### config.mk
export PLATFORM = sky130hd
export DESIGN_NAME = fir_phase_sched
export DESIGN_NICKNAME = d
export VERILOG_FILES = /design/src/rtl/fir_sched_pkg.sv /design/src/rtl/fir_out_fifo.sv /design/src/rtl/fir_phase_sched.sv
export SDC_FILE = /design/constraint.sdc
export NUM_CORES = 1
export LEC_CHECK = 0
export ABC_AREA = 1
export ABC_CLOCK_PERIOD_IN_PS = 3000
export CAP_MARGIN = 20
export CORE_UTILIZATION = 55
export DETAILED_ROUTE_END_ITERATION = 10
export HOLD_SLACK_MARGIN = 0.08
export PLACE_DENSITY = 0.81
export SLEW_MARGIN = 20
export SYNTH_ARGS = -nofsm -noshare
export SYNTH_HDL_FRONTEND = slang
export SYNTH_HIERARCHICAL = 1
export SYNTH_SLANG_ARGS = --single-unit
### constraint.sdc
create_clock -name clk -period 3 [get_ports clk]
set_clock_uncertainty 0.05 [all_clocks]
set_input_delay 0.3 -clock clk [delete_from_list [all_inputs] [get_ports clk]]
set_output_delay 0.3 -clock clk [all_outputs]
set_load 0.1 [all_outputs]
### src/rtl/fir_sched_pkg.sv
// Shared types and sizing for the polyphase FIR scheduler.
package fir_sched_pkg;
    typedef enum logic {FILL, RUN} state_t;

    localparam int PHASES = 6;
    localparam int TAPS   = 4;
    localparam int HIST   = 3;

    typedef logic [2:0] phase_t;
endpackage

### src/rtl/fir_out_fifo.sv
// Two-entry synchronous FIFO holding MAC results tagged with their phase.
module fir_out_fifo #(
    parameter int DW = 23
) (
    input  logic          clk,
    input  logic          rst,
    input  logic          push,
    input  logic [DW-1:0] din,
    input  logic          pop,
    output logic          valid,
    output logic [DW-1:0] dout,
    output logic [1:0]    count
);
    logic [1:0][DW-1:0] mem;
    logic               wr_ptr, rd_ptr;
    logic               do_push, do_pop;

    assign do_pop  = pop && (count != 2'd0);
    // A full FIFO still accepts a push when it is draining in the same cycle.
    assign do_push = push && ((count != 2'd2) || do_pop);

    always_ff @(posedge clk) begin
        if (rst) begin
            mem    <= '0;
            wr_ptr <= 1'b0;
            rd_ptr <= 1'b0;
            count  <= 2'd0;
        end else begin
            if (do_push) begin
                mem[wr_ptr] <= din;
                wr_ptr      <= ~wr_ptr;
            end
            if (do_pop)
                rd_ptr <= ~rd_ptr;
            case ({do_push, do_pop})
                2'b10:   count <= count + 2'd1;
                2'b01:   count <= count - 2'd1;
                default: ;
            endcase
        end
    end

    assign valid = (count != 2'd0);
    assign dout  = mem[rd_ptr];
endmodule

### src/rtl/fir_phase_sched.sv
// Time-shares one external 4-tap MAC across the six phases of a frame and
// returns the results in order through a small output buffer.
module fir_phase_sched
    import fir_sched_pkg::*;
#(
    parameter int W_IN  = 7,
    parameter int C_IN  = 5,
    parameter int Y_OUT = 20
) (
    input  logic             clk,
    input  logic             rst,
    input  logic             s_valid,
    output logic             s_ready,
    input  logic [W_IN-1:0]  s_data,
    input  logic             cfg_we,
    input  logic [1:0]       cfg_addr,
    input  logic [C_IN-1:0]  cfg_data,
    output logic [W_IN-1:0]  mac_x0,
    output logic [W_IN-1:0]  mac_x1,
    output logic [W_IN-1:0]  mac_x2,
    output logic [W_IN-1:0]  mac_x3,
    output logic [C_IN-1:0]  mac_c0,
    output logic [C_IN-1:0]  mac_c1,
    output logic [C_IN-1:0]  mac_c2,
    output logic [C_IN-1:0]  mac_c3,
    input  logic [Y_OUT-1:0] mac_y,
    output logic             m_valid,
    input  logic             m_ready,
    output logic [Y_OUT-1:0] m_data,
    output logic [2:0]       m_phase,
    output logic             busy
);
    logic [HIST-1:0][W_IN-1:0]        hist;
    logic [PHASES-1:0][W_IN-1:0]      frm;
    logic [PHASES+HIST-1:0][W_IN-1:0] xall;
    logic [TAPS-1:0][C_IN-1:0]        coef_sh, coef_act;
    logic [TAPS-1:0][W_IN-1:0]        win, last_win;

    state_t           state, state_nx;
    logic [2:0]       fill_cnt;
    phase_t           phase, infl_phase;
    logic             inflight, accept, issue, pop;
    logic [1:0]       fifo_cnt;
    logic [Y_OUT+2:0] fifo_dout;

    // Index 0 is the oldest history sample, so phase p reads xall[p..p+3].
    assign xall = {frm, hist};
    assign pop  = m_valid && m_ready;

    always_ff @(posedge clk) begin
        if (rst) state <= FILL;
        else     state <= state_nx;
    end

    always_comb begin
        state_nx = state;
        s_ready  = 1'b0;
        accept   = 1'b0;
        issue    = 1'b0;
        case (state)
            FILL: begin
                s_ready = 1'b1;
                accept  = s_valid;
                if (s_valid && fill_cnt == 3'(PHASES-1))
                    state_nx = RUN;
            end
            RUN: begin
                // Buffer slots plus the result in flight never exceed two.
                issue = (({1'b0, fifo_cnt} + {2'b0, inflight}) < 3'd2) || pop;
                if (issue && phase == phase_t'(PHASES-1))
                    state_nx = FILL;
            end
            default: state_nx = FILL;
        endcase
    end

    for (genvar i = 0; i < TAPS; i++) begin : g_tap
        assign win[i] = issue ? xall[{1'b0, phase} + 4'(i)] : last_win[i];
    end

    always_ff @(posedge clk) begin
        if (rst) begin
            hist       <= '0;
            frm        <= '0;
            coef_sh    <= '0;
            coef_act   <= '0;
            last_win   <= '0;
            fill_cnt   <= 3'd0;
            phase      <= '0;
            infl_phase <= '0;
            inflight   <= 1'b0;
        end else begin
            if (cfg_we)
                coef_sh[cfg_addr] <= cfg_data;
            inflight <= issue;
            if (accept) begin
                frm[fill_cnt] <= s_data;
                if (fill_cnt == 3'(PHASES-1)) begin
                    fill_cnt <= 3'd0;
                    coef_act <= coef_sh;
                    phase    <= '0;
                end else begin
                    fill_cnt <= fill_cnt + 3'd1;
                end
            end
            if (issue) begin
                infl_phase <= phase;
                last_win   <= win;
                if (phase == phase_t'(PHASES-1)) begin
                    phase    <= '0;
                    hist     <= frm[PHASES-1:PHASES-HIST];
                    fill_cnt <= 3'd0;
                end else begin
                    phase <= phase + phase_t'(1);
                end
            end
        end
    end

    fir_out_fifo #(.DW(Y_OUT + 3)) u_fifo (
        .clk   (clk),
        .rst   (rst),
        .push  (inflight),
        .din   ({mac_y, infl_phase}),
        .pop   (pop),
        .valid (m_valid),
        .dout  (fifo_dout),
        .count (fifo_cnt)
    );

    assign m_data  = fifo_dout[Y_OUT+2:3];
    assign m_phase = fifo_dout[2:0];
    assign busy    = (state == RUN) || inflight || (fifo_cnt != 2'd0);

    assign mac_x0 = win[0];
    assign mac_x1 = win[1];
    assign mac_x2 = win[2];
    assign mac_x3 = win[3];
    assign mac_c0 = coef_act[0];
    assign mac_c1 = coef_act[1];
    assign mac_c2 = coef_act[2];
    assign mac_c3 = coef_act[3];
endmodule

==> results.cfg, run 1 <==
[floorplan]
start_util_pct = 56.9
fp-row-count = 48
die-width_um = 137
io_pins = 113
die_h_um = 137
die_area_mm2 = 0.0187
core_mm2 = 0.0175

[final_layout]
final_cell_mix = 423 x nand2_1, 205 x nor2_1, 191 x dfxtp_1
nNetsFinal = 1683
final_common_cell = nand2_1
finalNonFillerCells = 1876
drive_gt1_share_pct = 11.3
area_growth_pct = 19.2
final_area_mm2 = 0.0119
n_antenna_cell = 0
utilization_pct = 67.8

[detailed_routing]
vias = 10100
via_per_inst = 5.41
drt_iter0_markers = 1279
final_antenna_net_count = 0
drt_pre_antenna_iters = 7
wire_per_inst_um = 14.6
drc = 0
totalWireLength_um = 27500

[status]
outcome = finished clean

[timing]
drv_slew = 0
setup_viol = 0
fmax_mhz = 354
fin_crit_ps = 2830
worst_slew_pin_slew_ps = 654
setup_tns_ps = 0
max_slew_margin_pct = 56.4
finalHoldViolCount = 0
rsz0062_at_grt = false
whs_ps = 312
fin_crit_sh_pct = 94.3

[job]
cap_violations = 0

[placed_design]
placedCellCount = 1844
placed_cell_area_mm2 = 0.0112
gp_congestion = 1.01
hpwlAfterDp_um = 18800
port_buffers = 112

[clocking]
cts_buffer_depth = 2
root_buffer = clkbuf_16
cts_max_level = 4
ctsHoldBuffers = 0
post_cts_buffers = 0
cts_made_buffers = 17
post_cts_resized = 0
cts_sinks = 192
clock_latency_ps = 440
path_clk_slew_ps = 80
cts_tree = yes

[synthesis]
avgSynthCellArea_um2 = 6.34
synth_top_family_by_area = simple AND/OR/NAND/NOR gates
synthArstFlopShare_pct = 0
synth_seq_cells = 192
yosysWarnings = 6
synth_fa_ha_area_share_pct = 0.752
synth_edf_count = 0
synth_xor_area_share_pct = 0
synth_top_flop_cell = dfxtp_1
synth_cell_types = 30
syn_inst = 1575
netlist_area_mm2 = 0.00998
syn-num-nets = 1620
seq_area_frac_synth_pct = 38.5
synthSimpleGateAreaFrac_pct = 38.5
synthMuxAreaShare_pct = 0
synth_compound_area_share_pct = 9.73

[setup_path]
r2r_slack_ps = 620
worstSetupPathType = reg -> out
critPathCaptureType = output port
start_kind = register
critPathArrivalTime_ps = 2480
cp.required_ps = 2650
cp_max_fo = 34

[power]
cellPowerDensity_mw_per_mm2 = 447
p_leak_nw = 5.51
vdd_drop_max_v = 0.000446

[hold_path]
hold_class = in -> reg

[global_route]
grt_use_total_pct = 30.1
grt_first_pass_wirelength_um = 44000
grt_max_degree = 87
overflow = 0
grt_pass1_vias = 8779
antenna_found_initial = 0
-- critical path: stages (launching register included) --
cell	delay, ps
dfxtp_2	390
buf_8	250
ha_1	220
inv_1	40
nand2_1	90
nand2_4	140
inv_2	190
nand3_1	90
nand2_1	100
nand2_1	80
nand2_1	80
nand2_1	80
inv_1	100
buf_12	180
-- cell usage after synthesis (4+ instances only) --
cell type	number	area (um^2)
dfxtp_1	192	3840
buf_2	44	220
buf_4	7	52.6
or2_2	23	144
o21ai_0	104	521
nand3_2	4	40.0
nand3_1	168	841
ha_1	6	75.1
inv_1	191	717
nand2_1	424	1590
clkbuf_1	28	105
nand2_2	10	62.6
nand4_1	51	319
o21ai_1	10	50.1
buf_6	7	78.8
nor2_1	206	773
a21oi_1	73	365
inv_2	10	37.5
-- power by group --
| part | total, mW | switching, mW | internal [mW] |
|---|---|---|---|
| logic | 0.321 | 0.199 | 0.122 |
| clock network | 2.37 | 1.21 | 1.16 |
| registers | 2.62 | 0.0354 | 2.59 |
| total | 5.31 | 1.45 | 3.87 |
-- stage by stage --
step	total power, mW	setup WS [ps]
floorplan	2.87	-90.9
global placement	2.99	538
detailed placement	3.00	470
CTS	5.33	76.2
global route	5.47	6.11
finish	5.31	171
-- path summary, 6_finish.rpt --
kind	depth (start not counted)	endpoint	from
setup / recovery	13	mac_x1[1]	phase[0]
hold / removal	2	hist[2]	rst
setup reg to reg	11	hist[14]	u_fifo/count[1]
hold reg to reg	2	mac_c3[4]	coef_sh[19]
-- cell families (layout without fill, tap and decap cells) --
group / after synthesis / after routing
AO/OA/AOI/OAI: 192 / 192
adder cells (fa/ha/maj): 6 / 6
buffers and inverters: 291 / 367
flip-flops: 192 / 192
AND/OR/NAND/NOR: 894 / 894
-- registers in the layout, summed over array words and instances (netlist names) --
| name | cells |
|---|---|
| fill_cnt | 3 |
| mac_c3 | 5 |
| mac_c0 | 5 |
| mac_c1 | 5 |
| last_win | 28 |
| u_fifo/count | 2 |
| phase | 3 |
| hist | 21 |
| coef_sh | 20 |
| frm | 42 |
| u_fifo/mem | 46 |
| infl_phase | 3 |
| mac_c2 | 5 |
| u_fifo/rd_ptr | 1 |
| inflight | 1 |
| state | 1 |
| u_fifo/wr_ptr | 1 |
-- final cells by class --
| cell class | count | area [um^2] |
|---|---|---|
| Clock buffer | 17 | 425 |
| Clock inverter | 15 | 196 |
| Sequential cell | 192 | 3840 |
| Multi-Input combinational cell | 1092 | 4900 |
| Inverter | 202 | 766 |
| Timing Repair Buffer | 133 | 1480 |
| Tap cell | 225 | 282 |
| Fill cell | 1575 | 5640 |
-- layer usage --
| metal | track usage (%) | up-vias | wire [um] |
|---|---|---|---|
| li1 | - | 5106 | - |
| met1 | 43.1 | 4531 | 12400 |
| met2 | 44.5 | 459 | 11900 |
| met3 | 7.00 | 50 | 2620 |
| met4 | 8.27 | 2 | 405 |
| met5 | 2.78 | - | 63 |
(Power assumes the default switching activity.)
==> run 2: changes to the inputs <==
--- a/config.mk
+++ b/config.mk
@@ -11,7 +11,7 @@
 export CORE_UTILIZATION = 55
 export DETAILED_ROUTE_END_ITERATION = 10
 export HOLD_SLACK_MARGIN = 0.08
-export PLACE_DENSITY = 0.81
+export PLACE_DENSITY = 0.78
 export SLEW_MARGIN = 20
 export SYNTH_ARGS = -nofsm -noshare
 export SYNTH_HDL_FRONTEND = slang
==> results.cfg, run 2 (synthesized netlist as in run 1, its figures left out) <==
[detailed_routing]
via_per_inst = 5.42
vias = 10200
final_antenna_net_count = 0
drc = 0
drt_pre_antenna_iters = 8
drt_iter0_markers = 947
wire_per_inst_um = 14.7
totalWireLength_um = 27500

[clocking]
cts_buffer_depth = 2
root_buffer = clkbuf_16
path_clk_slew_ps = 70
cts_tree = yes
clock_latency_ps = 440
cts_max_level = 4
cts_made_buffers = 17
cts_sinks = 192

[power]
pwr-share-comb_pct = 6.3
p_leak_nw = 5.49
p_switching_mw = 1.31
seqPwrFrac_pct = 50.8
vdd_drop_max_v = 0.000393
p_sw_share_pct = 25.4
internal-power_mw = 3.85
clkPwrFrac_pct = 42.9
cellPowerDensity_mw_per_mm2 = 437

[global_route]
antenna_found_initial = 0
grt_first_pass_wirelength_um = 43700
grt_use_total_pct = 29.7
grt_max_degree = 87
grt_pass1_vias = 8731
overflow = 0

[setup_path]
regToRegStartpoint = u_fifo/count[1]
start_kind = register
cp_max_fo = 26
cp.required_ps = 2650
critPathCaptureType = output port
critPathArrivalTime_ps = 2540
worstSetupStartpoint = phase[1]
worstSetupPathType = reg -> out

[job]
cap_violations = 0

[timing]
fmax_mhz = 345
final.setup.worst_slack_ps = 106
fin_crit_ps = 2890
worst_slew_pin_slew_ps = 643
rsz0062_at_grt = true
finalHoldViolCount = 0
fin_crit_sh_pct = 96.5
max_slew_margin_pct = 57.1
setup_viol = 0
drv_slew = 0
whs_ps = 414

[final_layout]
final_cell_mix = 424 x nand2_1, 205 x nor2_1, 191 x dfxtp_1
n_antenna_cell = 0
fillers = 1569
area_growth_pct = 18.5
register_area_mm2 = 0.00384
reg.largest.list = u_fifo/mem x46, frm x42, last_win x28
drive_gt1_share_pct = 11.1
top_register = u_fifo/mem
multi_input_area_mm2 = 0.00489
largest_reg_flops = 46
nNetsFinal = 1685
final_common_cell = nand2_1

[hold_path]
hold_class = reg -> reg
holdCritStartpoint = coef_sh[11]

[status]
outcome = finished clean

[floorplan]
fp-row-count = 48
die_area_mm2 = 0.0187
die_h_um = 137
die-width_um = 137
io_pins = 113
core_mm2 = 0.0175
start_util_pct = 56.9

[placed_design]
port_buffers = 112
gp_congestion = 0.948
hpwlAfterDp_um = 18600
pre_cts_slack_ps = 527
run 2: final timing paths:
| check | slack, ps | end | cells after the start |
|---|---|---|---|
| worst max-delay path | 110 | mac_x1[1] | 13 |
| worst min-delay path | 410 | mac_c2[1] | 2 |
| worst max register to register | 670 | hist[14] | 11 |
| worst min register to register | 410 | mac_c2[1] | 2 |
run 2: cell type report:
type                            instances  area share (%)
Clock inverter                         12            1.00
Multi-Input combinational cell       1092            41.3
Inverter                              202            6.47
Sequential cell                       192            32.5
Clock buffer                           20            3.86
Timing Repair Buffer                  135            12.5
Tap cell                              225            2.38
run 2: stage by stage:
stage	utilization, %	instance area [um^2]	power (mW)	TNS [ps]	cells
after floorplan	-	9980	2.87	-637	1575
final	67.5	11800	5.17	0	1878
after detailed placement	64.1	11200	3.00	0	1845
after global routing	67.5	11800	5.34	-113	1878
after CTS	67.4	11800	5.18	0	1878
after global placement	64.1	11200	2.99	0	1845
run 2: worst max-delay path, stage by stage, from the launching register on:
cell	delay [ps]
dfxtp_1	350
buf_4	330
ha_1	250
inv_1	40
nand2_1	100
nand2_4	140
inv_2	200
nand3_1	90
nand2_1	110
nand2_1	70
nand2_1	70
nand2_1	80
inv_1	100
buf_12	180
run 2: power groups by stage:
| stage | registers, mW | clock network (mW) | logic [mW] |
|---|---|---|---|
| final | 2.63 | 2.22 | 0.324 |
| after global placement | 2.68 | 0 | 0.313 |
| after CTS | 2.62 | 2.24 | 0.321 |
| after detailed placement | 2.68 | 0 | 0.318 |
| after floorplan | 2.67 | 0 | 0.199 |
| after global routing | 2.63 | 2.35 | 0.360 |
run 2: what timing repair did:
action / in CTS / in global routing
buffers inserted: 0 / 0
gates resized for setup: 0 / 5
endpoints found under the hold margin: 1 / 0
setup endpoints to repair: 0 / 18
hold buffers: 1 / 0
run 2: routing by layer:
metal | part of all wire (%) | GRT usage, % | up-vias
li1 | - | - | 5103
met1 | 46 | 44.0 | 4595
met2 | 43 | 43.4 | 431
met3 | 9.3 | 5.44 | 41
met4 | 1.4 | 8.15 | 2
met5 | 0.15 | 1.94 | -
